===== config.mk =====
export PLATFORM = sky130hd
export DESIGN_NAME = perf_counter_mmio
export DESIGN_NICKNAME = d
export VERILOG_FILES = /design/src/rtl/perf_counter_mmio.sv
export SDC_FILE = /design/constraint.sdc
export NUM_CORES = 1
export LEC_CHECK = 0
export CAP_MARGIN = 20
export CORE_ASPECT_RATIO = 0.9
export CORE_MARGIN = 3
export CORE_UTILIZATION = 39
export CTS_CLUSTER_SIZE = 28
export DETAILED_ROUTE_END_ITERATION = 12
export PLACE_DENSITY = 0.6
export SETUP_SLACK_MARGIN = 0.1
export SLEW_MARGIN = 15
export SYNTH_ARGS = -nofsm -noshare
export SYNTH_HDL_FRONTEND = slang
export SYNTH_SLANG_ARGS = --single-unit

===== constraint.sdc =====
create_clock -name clk -period 2.6 [get_ports clk]
set_input_delay 0.52 -clock clk [delete_from_list [all_inputs] [get_ports clk]]
set_output_delay 0.52 -clock clk [all_outputs]
set_load 0.05 [all_outputs]

===== src/rtl/perf_counter_mmio.sv =====
// Memory-mapped performance counters with tear-free 16-bit reads.
// Optional build macro PERFCNT_SATURATE_EN: counters saturate instead of wrapping.
module perf_counter_mmio #(
  parameter logic [15:0] BASE_ADDR = 16'hFFE0,
  parameter int          CNT_WIDTH = 32
) (
  input  logic        clk,
  input  logic        rst_n,
  input  logic        bpredicts_inc,
  input  logic        bmispredicts_inc,
  input  logic        stalls_inc,
  input  logic        retire_inc,
  input  logic [15:0] mem_address,
  input  logic        mem_read,
  input  logic        mem_write,
  input  logic [15:0] mem_wdata,
  output logic        sel,
  output logic [15:0] mem_rdata,
  output logic        mem_resp
);

  localparam int HW = CNT_WIDTH - 16;

  typedef enum logic {S_IDLE, S_RESP} state_t;

  state_t               r_state;
  logic [CNT_WIDTH-1:0] r_cnt    [4];
  logic [HW-1:0]        r_shadow [4];
  logic [3:0]           r_ovf;
  logic [15:0]          r_rdata;
  logic                 r_resp;

  logic [3:0]  w_inc;
  logic [3:0]  w_off;
  logic [1:0]  w_idx;
  logic        w_req;
  logic        w_is_cnt;
  logic        w_hi;
  logic        w_is_stat;
  logic [3:0]  w_dec;
  logic [3:0]  w_clr;
  logic [3:0]  w_lat;
  logic [3:0]  w_max;
  logic [3:0]  w_wrap;
  logic [3:0]  w_w1c;
  logic [15:0] w_rd;
  logic        w_unused;

  assign w_inc = {retire_inc, stalls_inc,
                  bmispredicts_inc, bpredicts_inc};

  assign sel       = mem_address[15:5] == BASE_ADDR[15:5];
  assign w_off     = mem_address[4:1];
  assign w_idx     = w_off[2:1];
  assign w_hi      = w_off[0];
  assign w_is_cnt  = ~w_off[3];
  assign w_is_stat = w_off == 4'd8;
  assign w_req     = (r_state == S_IDLE) & sel
                   & (mem_read | mem_write);
  assign w_dec     = 4'b0001 << w_idx;

  assign w_clr = {4{w_req & mem_write & w_is_cnt & ~w_hi}}
               & w_dec;
  assign w_lat = {4{w_req & mem_read & w_is_cnt & ~w_hi}}
               & w_dec;
  assign w_w1c = (w_req & mem_write & w_is_stat)
               ? mem_wdata[3:0] : 4'b0000;

  always_comb begin
    for (int i = 0; i < 4; i++) begin
      w_max[i] = &r_cnt[i];
    end
  end

  // a clear on the same edge suppresses the overflow flag
  assign w_wrap = w_inc & w_max & ~w_clr;

  always_comb begin
    w_rd = '0;
    unique case (1'b1)
      w_is_cnt & ~w_hi: w_rd = r_cnt[w_idx][15:0];
      w_is_cnt & w_hi:  w_rd[HW-1:0] = r_shadow[w_idx];
      w_is_stat:        w_rd[3:0] = r_ovf;
      default:          w_rd = '0;
    endcase
  end

  always_ff @(posedge clk or negedge rst_n) begin
    if (!rst_n) begin
      for (int i = 0; i < 4; i++) begin
        r_cnt[i]    <= '0;
        r_shadow[i] <= '0;
      end
    end else begin
      for (int i = 0; i < 4; i++) begin
        if (w_clr[i]) begin
          r_cnt[i]    <= '0;
          r_shadow[i] <= '0;
        end else begin
          if (w_lat[i])
            r_shadow[i] <= r_cnt[i][CNT_WIDTH-1:16];
`ifdef PERFCNT_SATURATE_EN
          if (w_inc[i] && !w_max[i])
            r_cnt[i] <= r_cnt[i] + 1'b1;
`else
          if (w_inc[i])
            r_cnt[i] <= r_cnt[i] + 1'b1;
`endif
        end
      end
    end
  end

  always_ff @(posedge clk or negedge rst_n) begin
    if (!rst_n) begin
      r_ovf <= '0;
    end else begin
      r_ovf <= (r_ovf & ~w_w1c) | w_wrap;
    end
  end

  always_ff @(posedge clk or negedge rst_n) begin
    if (!rst_n) begin
      r_state <= S_IDLE;
      r_resp  <= 1'b0;
      r_rdata <= '0;
    end else begin
      unique case (r_state)
        S_IDLE: begin
          if (w_req) begin
            r_state <= S_RESP;
            r_resp  <= 1'b1;
            r_rdata <= mem_read ? w_rd : 16'h0000;
          end
        end
        S_RESP: begin
          r_state <= S_IDLE;
          r_resp  <= 1'b0;
          r_rdata <= '0;
        end
        default: begin
          r_state <= S_IDLE;
          r_resp  <= 1'b0;
          r_rdata <= '0;
        end
      endcase
    end
  end

  assign mem_resp  = r_resp;
  assign mem_rdata = r_rdata;

  assign w_unused = ^{mem_address[0], mem_wdata[15:4]};

endmodule


# Word level (Yosys, flattened, before mapping)
# Cells that the tools add are included.
# op_classes
bitwise_logic	24
n_addsub	4
magnitude_cmp	1
shifts	1
eq_ne	3
muxes	32
reduce_logical	12
# op_table
op	n
32-bit 2-to-1 mux	8
16-bit 2-to-1 mux	14
32-bit by 1-bit adder with 32-bit output, second input constant	4
32-bit AND reduction	4
32-bit binary-select mux with 2-bit select	1
16-bit binary-select mux with 2-bit select	1
16-bit case mux with 2 select lines	1
12-bit case mux with 2 select lines	1
4-bit bitwise AND	5
2-bit nonzero test	8
4-bit case mux with 3 select lines	1
1-bit bitwise AND	11
11-bit equality test, second input constant	1
4-bit NOT	2
4-bit equality test, second input constant	1
4-bit 2-to-1 mux	1
4-bit bitwise OR	1
1-bit case mux with 2 select lines	2
1-bit by 2-bit left shift with 4-bit output, first input constant	1
3-bit >= comparator, second input constant	1
1-bit NOT	3
2-bit NOT with 3-bit output	1
1-bit 2-to-1 mux	2
2-bit != test, second input constant	1
1-bit bitwise OR	1
# totals
register_bits	214
out_inout_bits	18
input_bits	40
word_cells	89

# Longest topological paths before layout
# logic_depth
ltp_word	10
mapped_depth	7
mapped_depth_nobuf	5

# Worst setup path after synthesis
# OpenSTA, ideal clock, no wires.
# synth_path
kind	input port to flip-flop
start	input port mem_address[8]
end	register r_shadow[19] (netlist bit)
arrival_ns	2.119
path_stages	6
setup_ns	0.125
t_required_ns	2.475
n_path_buf	2
setup_slack_ns	0.356
path_cell_list	and4_1 > clkbuf_1 > and3_1 > clkbuf_1 > a21oi_1 > mux2_2
# synth_via
elab_chain_cells	8
elab_cells_between_ends	13
cone_classes	eq/ne: 1; mux: 1; bitwise: 10; reduce/logical: 1
# synth_lines
element	line	source
start, declared	13	input logic [15:0] mem_address,
11-bit equality test (*)	52	assign sel = mem_address[15:5] == BASE_ADDR[15:5];
named net sel	17	output logic sel,
1-bit bitwise AND (*)	58	assign w_req = (r_state == S_IDLE) & sel
1-bit bitwise AND (*)	59	& (mem_read | mem_write);
1-bit bitwise AND, on equally long branches (3 in series)	62, 64	
4-bit bitwise AND, on equally long branches	63, 65	
16-bit 2-to-1 mux / 2-bit nonzero test (equally long branches)	--	
end signal, assigned by index	101	r_shadow[i] <= r_cnt[i][CNT_WIDTH-1:16];
end, declared	28	logic [HW-1:0] r_shadow [4];
# The timed path passes the listed nets; every way through them passes the cells marked *.
# A chain may end at the register's enable or synchronous reset.

# Final worst setup path
# layout_path
start	input port mem_address[8]
end	output port sel
# layout_via
elab_chain_cells	1
# layout_lines
element	line
11-bit equality test	52
end, declared	17
# Every way passes these cells.

==> summary.md <==
| Metric | Value |
|---|---|
| Status | `finished clean` |
| Initial DRC count | `858` |
| Pleak | `5.57 nW` |
| Cell accounting for the most synthesized area | `dfrtp_1` |
| # Max-Cap Violations | `0` |
| Worst EP arrival | `1890 ps` |
| Pint | `6.12 mW` |
| Die Span X | `187 µm` |
| Async S/R FF share, synth | `100%` |
| Netlist Area Pre-Place | `11,500 µm²` |
| Cell Pwr Density | `626 nW/µm²` |
| Nets | `1,272` |
| Post-synth EDFFs | `0` |
| Initial antenna violation count | `0` |
| Commonest non-fill, non-tap cell in the layout | `dfrtp_1` |
| Pre-CTS setup slack | `-5.90 ps` |
| CP cell instances | `clkdlybuf4s50_1 > and4_1 > buf_4 > and3_1 > buf_12` |
| Max-slew violation count | `0` |
| Clk pwr share | `41.1%` |
| Fin crit share | `92.6%` |
| Required @ worst endpoint | `2080 ps` |
| Top_reg_cell synth | `dfrtp_1` |
| Sw Share | `27.5%` |
| Residual DRC | `0` |
| H-Tree Depth | `1` |
| Crit path largest cell delay | `450 ps` |
| Layout area overhead | `17.3%` |
| Die ar. | `31,600 µm²` |
| Crit-path slowest cell | `clkdlybuf4s50_1` |
| Placed cell areas | `12,700 µm²` |
| Crit end category | `output port` |
| Yosys reg bits | `214` |
| Synth Warn # | `0` |
| Ports | `58` |
| Clock Skew | `12.3 ps` |
| Initial Utilization | `40.4%` |
| CTS tree | `built` |
| Vias | `9,524` |
| Resized Gates After CTS | `0` |
| Finish-stage setup viols | `0` |
| First-pass GRT wire length | `52,600 µm` |
| Final instance area | `13,500 µm²` |
| Root Buffer | `clkbuf_16` |
| Unrepaired setup endpoints after global routing | `false` |
| Largest net degree at the start of global routing | `71` |
| Actual slew at the worst max-slew pin | `611 ps` |
| Port bufs | `44` |
| # rows | `58` |
| Syn nets | `1,217` |
| Share of layout cells above drive strength 1 | `12.9%` |
| Via/cell ratio | `5.82` |
| Psw | `2.32 mW` |
| Seq/Total Area, Yosys | `46.6%` |
| Maximum vdd drop | `0.000438 V` |
| Die Y | `169 µm` |
| Tmin final | `2410 ps` |
| CTS Buf Count | `24` |
| Antenna fix cells | `0` |
| Post-synth top area share | `46.6%` |
| Synth area leaders | `dfrtp_1 (47%), mux4_2 (5.1%), o21ai_0 (4.7%)` |
| Gp weighted congestion | `0.850` |
| Worst Path Max Fanout | `6` |
| Final Hold Viols | `0` |
| Worst-Skew Late Latency | `520 ps` |
| Final worst slack | `192 ps` |
| Syn_area_per_cell | `9.79 µm²` |
| Post-DP HPWL | `23,700 µm` |
| Clock transition at the registers of the reported paths | `60 ps` |
| Setup CP Type | `primary input to output port` |
| Startpoint Class | `primary input` |
| Core Area | `28,400 µm²` |
| Netlist cell types | `56` |
| GRT overflow | `0` |
| Fmax | `415 MHz` |
| GRT Util Overall | `20.8%` |
| HP Class | `flop to flop` |
| Relative slew slack | `59.3%` |
| Clock sink total | `214` |
| Max Buffers Root-to-Sink | `3` |
| Gate power share | `12.5%` |
| Number of global-route vias before repair | `9,124` |
| Post-CTS Setup Bufs | `0` |
| WL per Instance | `20.0 µm` |
| Syn Inst Count | `1,173` |
| Share of power burned in registers | `46.4%` |
| DR pass1 iterations | `5` |
| Final wirelength | `32,800 µm` |
| Remaining antenna violation count after routing | `0` |
| Most frequent cells in the layout | `dfrtp_1 (214), nand2_1 (123), o21ai_0 (107)` |
critical path: cells and delay by family:
family / cells / cell delay [ps]
buffers and inverters: 3 / 780
and+or+nand+nor: 2 / 590
power groups by stage:
stage	Combinational, mW	Sequential, mW	Clock, mW
6_report	1.05	3.91	3.47
5_1_grt	1.16	3.95	3.70
4_1_cts	1.05	3.91	3.53
3_5_place_dp	1.05	3.96	0
3_3_place_gp	1.03	3.96	0
2_1_floorplan	0.677	3.83	0
Yosys cell counts (3+ instances only):
cell	number
dfrtp_1	214
nand2_1	123
o21ai_0	107
a21oi_1	71
nor2_1	68
clkbuf_1	51
inv_1	49
or4_1	49
mux2i_1	48
nand3_1	47
o31ai_1	41
nand4_1	35
or3_1	30
xnor2_1	27
mux4_2	26
xor2_1	22
and4_1	18
and3_1	16
buf_2	16
nor3_1	16
mux2_2	11
a22o_1	8
and2_1	7
nor4_1	6
or4_4	6
or2_2	5
a221o_1	4
buf_6	4
ha_1	4
a31oi_1	3
a41o_1	3
o21a_1	3
o21bai_1	3
metrics by stage:
step           cells  hold slack (ps)  power [mW]  utilization [%]  setup TNS, ps
6_report        1636              478        8.43             47.4              0
5_1_grt         1636              518        8.81             47.4              0
4_1_cts         1636              484        8.49             47.4              0
3_5_place_dp    1591              470        5.01             44.5          -5.90
3_3_place_gp    1591              462        4.98             44.5              0
2_1_floorplan   1173              224        4.51                -              0
cell families after synthesis:
family | after synthesis | share of synthesized area (%)
adder cells (fa/ha/maj) | 4 | 0.436
multiplexers | 87 | 10.8
buffers and inverters | 124 | 4.53
XOR/XNOR | 49 | 3.74
AO/OA/AOI/OAI | 252 | 12.9
AND/OR/NAND/NOR | 443 | 21.0
flip-flops | 214 | 46.6
sequential cells by signal, summed over array words and instances, names as in the netlist:
name	flops
r_cnt	128
r_state	1
mem_rdata	16
r_ovf	4
mem_resp	1
r_shadow	64
per-layer routing:
metal  part of all wire [%]  vias to the layer above  global-route usage [%]  wire length, µm
met2                     45                      262                    32.0            14600
met5                      0                        -                       0                0
met3                    5.5                       47                    3.46             1820
met1                     47                     4791                    31.0            15600
met4                    2.4                        0                    4.67              797
li1                       -                     4424                       -                -
final timing paths:
kind / from / endpoint / slack [ps] / depth (start not counted)
setup reg to reg: r_cnt[45]$_DFFE_PN0P_ / r_cnt[63]$_DFFE_PN0P_ / 350 / 4
max in group asynchronous: rst_n / r_cnt[1]$_DFFE_PN0P_ / 1290 / 3
hold reg to reg: mem_rdata[4]$_DFFE_PN0P_ / mem_rdata[4]$_DFFE_PN0P_ / 480 / 2
setup / recovery: mem_address[8] / sel / 190 / 5
min in group asynchronous: rst_n / r_cnt[125]$_DFFE_PN0P_ / 560 / 2
hold / removal: mem_rdata[4]$_DFFE_PN0P_ / mem_rdata[4]$_DFFE_PN0P_ / 480 / 2
final cells by class:
class / instances / area (µm²)
sequential: 214 / 5360
multi-input combinational: 835 / 5620
tap: 390 / 488
clock buffer: 39 / 758
fill: 2712 / 15000
clock inverter: 5 / 50.0
timing repair buffer: 104 / 1020
inverter: 49 / 184
repair_timing:
action	CTS	global route
endpoints found under the hold margin	48	0
setup endpoints to repair	0	0
hold buffers	1	0
(Power assumes the default switching activity.)
==> edit, RTL diff (config.mk and constraints unchanged) <==
Make the reset (`rst_n`) synchronous in 3 clocked blocks.
--- a/src/rtl/perf_counter_mmio.sv
+++ b/src/rtl/perf_counter_mmio.sv
@@ -85,7 +85,7 @@
     endcase
   end
 
-  always_ff @(posedge clk or negedge rst_n) begin
+  always_ff @(posedge clk) begin
     if (!rst_n) begin
       for (int i = 0; i < 4; i++) begin
         r_cnt[i]    <= '0;
@@ -111,7 +111,7 @@
     end
   end
 
-  always_ff @(posedge clk or negedge rst_n) begin
+  always_ff @(posedge clk) begin
     if (!rst_n) begin
       r_ovf <= '0;
     end else begin
@@ -119,7 +119,7 @@
     end
   end
 
-  always_ff @(posedge clk or negedge rst_n) begin
+  always_ff @(posedge clk) begin
     if (!rst_n) begin
       r_state <= S_IDLE;
       r_resp  <= 1'b0;
Formal check against the unedited RTL: differs if rst_n is asserted again (counterexample within 4 cycles, from zero or initial values and one cycle with rst_n low); with rst_n held inactive, the same outputs for 4 cycles.
==> edit against the unedited design <==
Area after synthesis up 0.60%; hold slack lost 0.029 ns; cell area grew 3.5%; power decreased by 3.7%; fmax decreased by 2.7%; routed wire length grew 0.53%; core utilization up 0.70 points; sequential cell count did not move; register-to-register slack worse by 0.18 ns; worst setup slack lost 0.066 ns; first-iteration DRC count grew 1.2%; sequential share of layout area increased by 4.8 points.
==> edit: results (changes against the unedited design) <==
status=completed (unchanged); Setup WS pre-CTS=-0.5023 ns (was -0.005902 ns); wire length per cell=21.44 um (was 20.04 um); post-CTS resize count=5 (was 0); most frequent cells after synthesis=edfxtp_1 (192), nor2_1 (71), a21oi_1 (69) (was dfrtp_1 (214), nand2_1 (123), o21ai_0 (107)); Fillers=2621 (was 2712); Area after DPL=0.01312 mm^2 (was 0.01266 mm^2); Synth Net Count=1067 (was 1217); first-pass GRT wire length=50.47 mm (was 52.64 mm); Sw Share=0.2420 (was 0.2748); Iter 0 DRT Violations=868 (was 858); initial antenna violation count=1 (was 0); vias=8933 (was 9524); Async S/R FF share, synth=0 (was 1.000); routed wl met3=2.681 mm (was 1.819 mm); XOR/XNOR Fraction of Synth Area=0.03713 (was 0.03736); comb_multi_in=726 (was 835); invs w/o clock=23 (was 49); clock skew=0.02356 ns (was 0.01233 ns); vias per cell=5.812 (was 5.822); WHS Endpoint=mem_rdata[14] (was mem_rdata[4]); top cells by area, synth=edfxtp_1 (50%), mux4_2 (4.9%), dfxtp_1 (3.8%) (was dfrtp_1 (47%), mux4_2 (5.1%), o21ai_0 (4.7%)); leakage power=4.545 nW (was 5.571 nW); Slew headroom=0.5470 (was 0.5930); Synth Area in Compound Gates=0.1111 (was 0.1291); R2R setup slack=0.17 ns (was 0.35 ns); Final #Nets=1167 (was 1272); met2 GRT Util=0.3186 (was 0.3200); largest net degree at the start of global routing=34 (was 71); met3 GRT Util=0.04936 (was 0.03458); crit path DAT=2.74 ns (was 1.89 ns); CP Max Fanout=17 (was 6); slowest cell delay on critical path=0.50 ns (was 0.45 ns); clk cell area share=0.05535 (was 0.05998); Total GRT Usage=0.2055 (was 0.2080); Seq/total area=0.4450 (was 0.3974); Worst-Skew Late Latency=0.54 ns (was 0.52 ns); share of cells above drive strength 1=0.1586 (was 0.1292); top_reg_cell synth=edfxtp_1 (was dfrtp_1); HPWL Detailed=23.84 mm (was 23.67 mm); footprint of the multi-input gates=0.005067 mm^2 (was 0.005618 mm^2); mux contribution to synthesized area=0.06636 (was 0.1081); metal2 WL=15.11 mm (was 14.60 mm); GPL Wtd Cong=0.9221 (was 0.8497); Post-CTS Setup Bufs=2 (was 0); vias in the first global route=8258 (was 9124); placed cell count=1490 (was 1591); root buffer cell=clkbuf_16 (unchanged); worst reg-to-reg path cell count=7 (was 4); worst hold path startpoint=mem_rdata[14] (was mem_rdata[4]); metal1 wirelength=14.69 mm (was 15.56 mm); tap cells=396 (was 390); clk_buf instances=35 (was 39); Signal buf overhead=0.09464 (was 0.07594); Max rail drop VDD=0.6062 mV (was 0.4381 mV); adder-cell share of the synthesized area=0.004330 (was 0.004356); distinct cell type count after synthesis=53 (was 56); met1 Usage GRT=0.2992 (was 0.3103)
## edit: cell types whose count changed in the layout (fill, tap and decap cells not counted), sizes merged, moves of 26 or more
cell    delta
mux2i     -31
and2      +56
edfxtp   +192
o21ai     -69
inv       -26
nand2     -73
buf       +30
dfrtp    -214
## edit: worst max-delay path by stage
stage / to / depth (start not counted) / slack (ns) / from
after detailed placement: r_cnt[0][3] / 7 / -0.50 / mem_address[1]
after global placement: r_cnt[0][6] / 7 / -0.50 / mem_address[1]
final: r_cnt[0][23] / 8 / 0.13 / mem_write
after CTS: r_cnt[0][23] / 8 / 0.11 / mem_write
after global routing: r_cnt[0][29] / 8 / 0.09 / mem_write
after floorplan: r_shadow[0][0] / 5 / -0.21 / mem_address[1]
## edit: power by group through the flow
stage                     Sequential [mW]  Combinational, mW  Clock [mW]
after CTS                            4.12              0.640        3.42
after global placement               4.19              0.618           0
after floorplan                      4.10              0.372           0
after global routing                 4.15              0.694        3.58
after detailed placement             4.19              0.629           0
final                                4.13              0.640        3.35
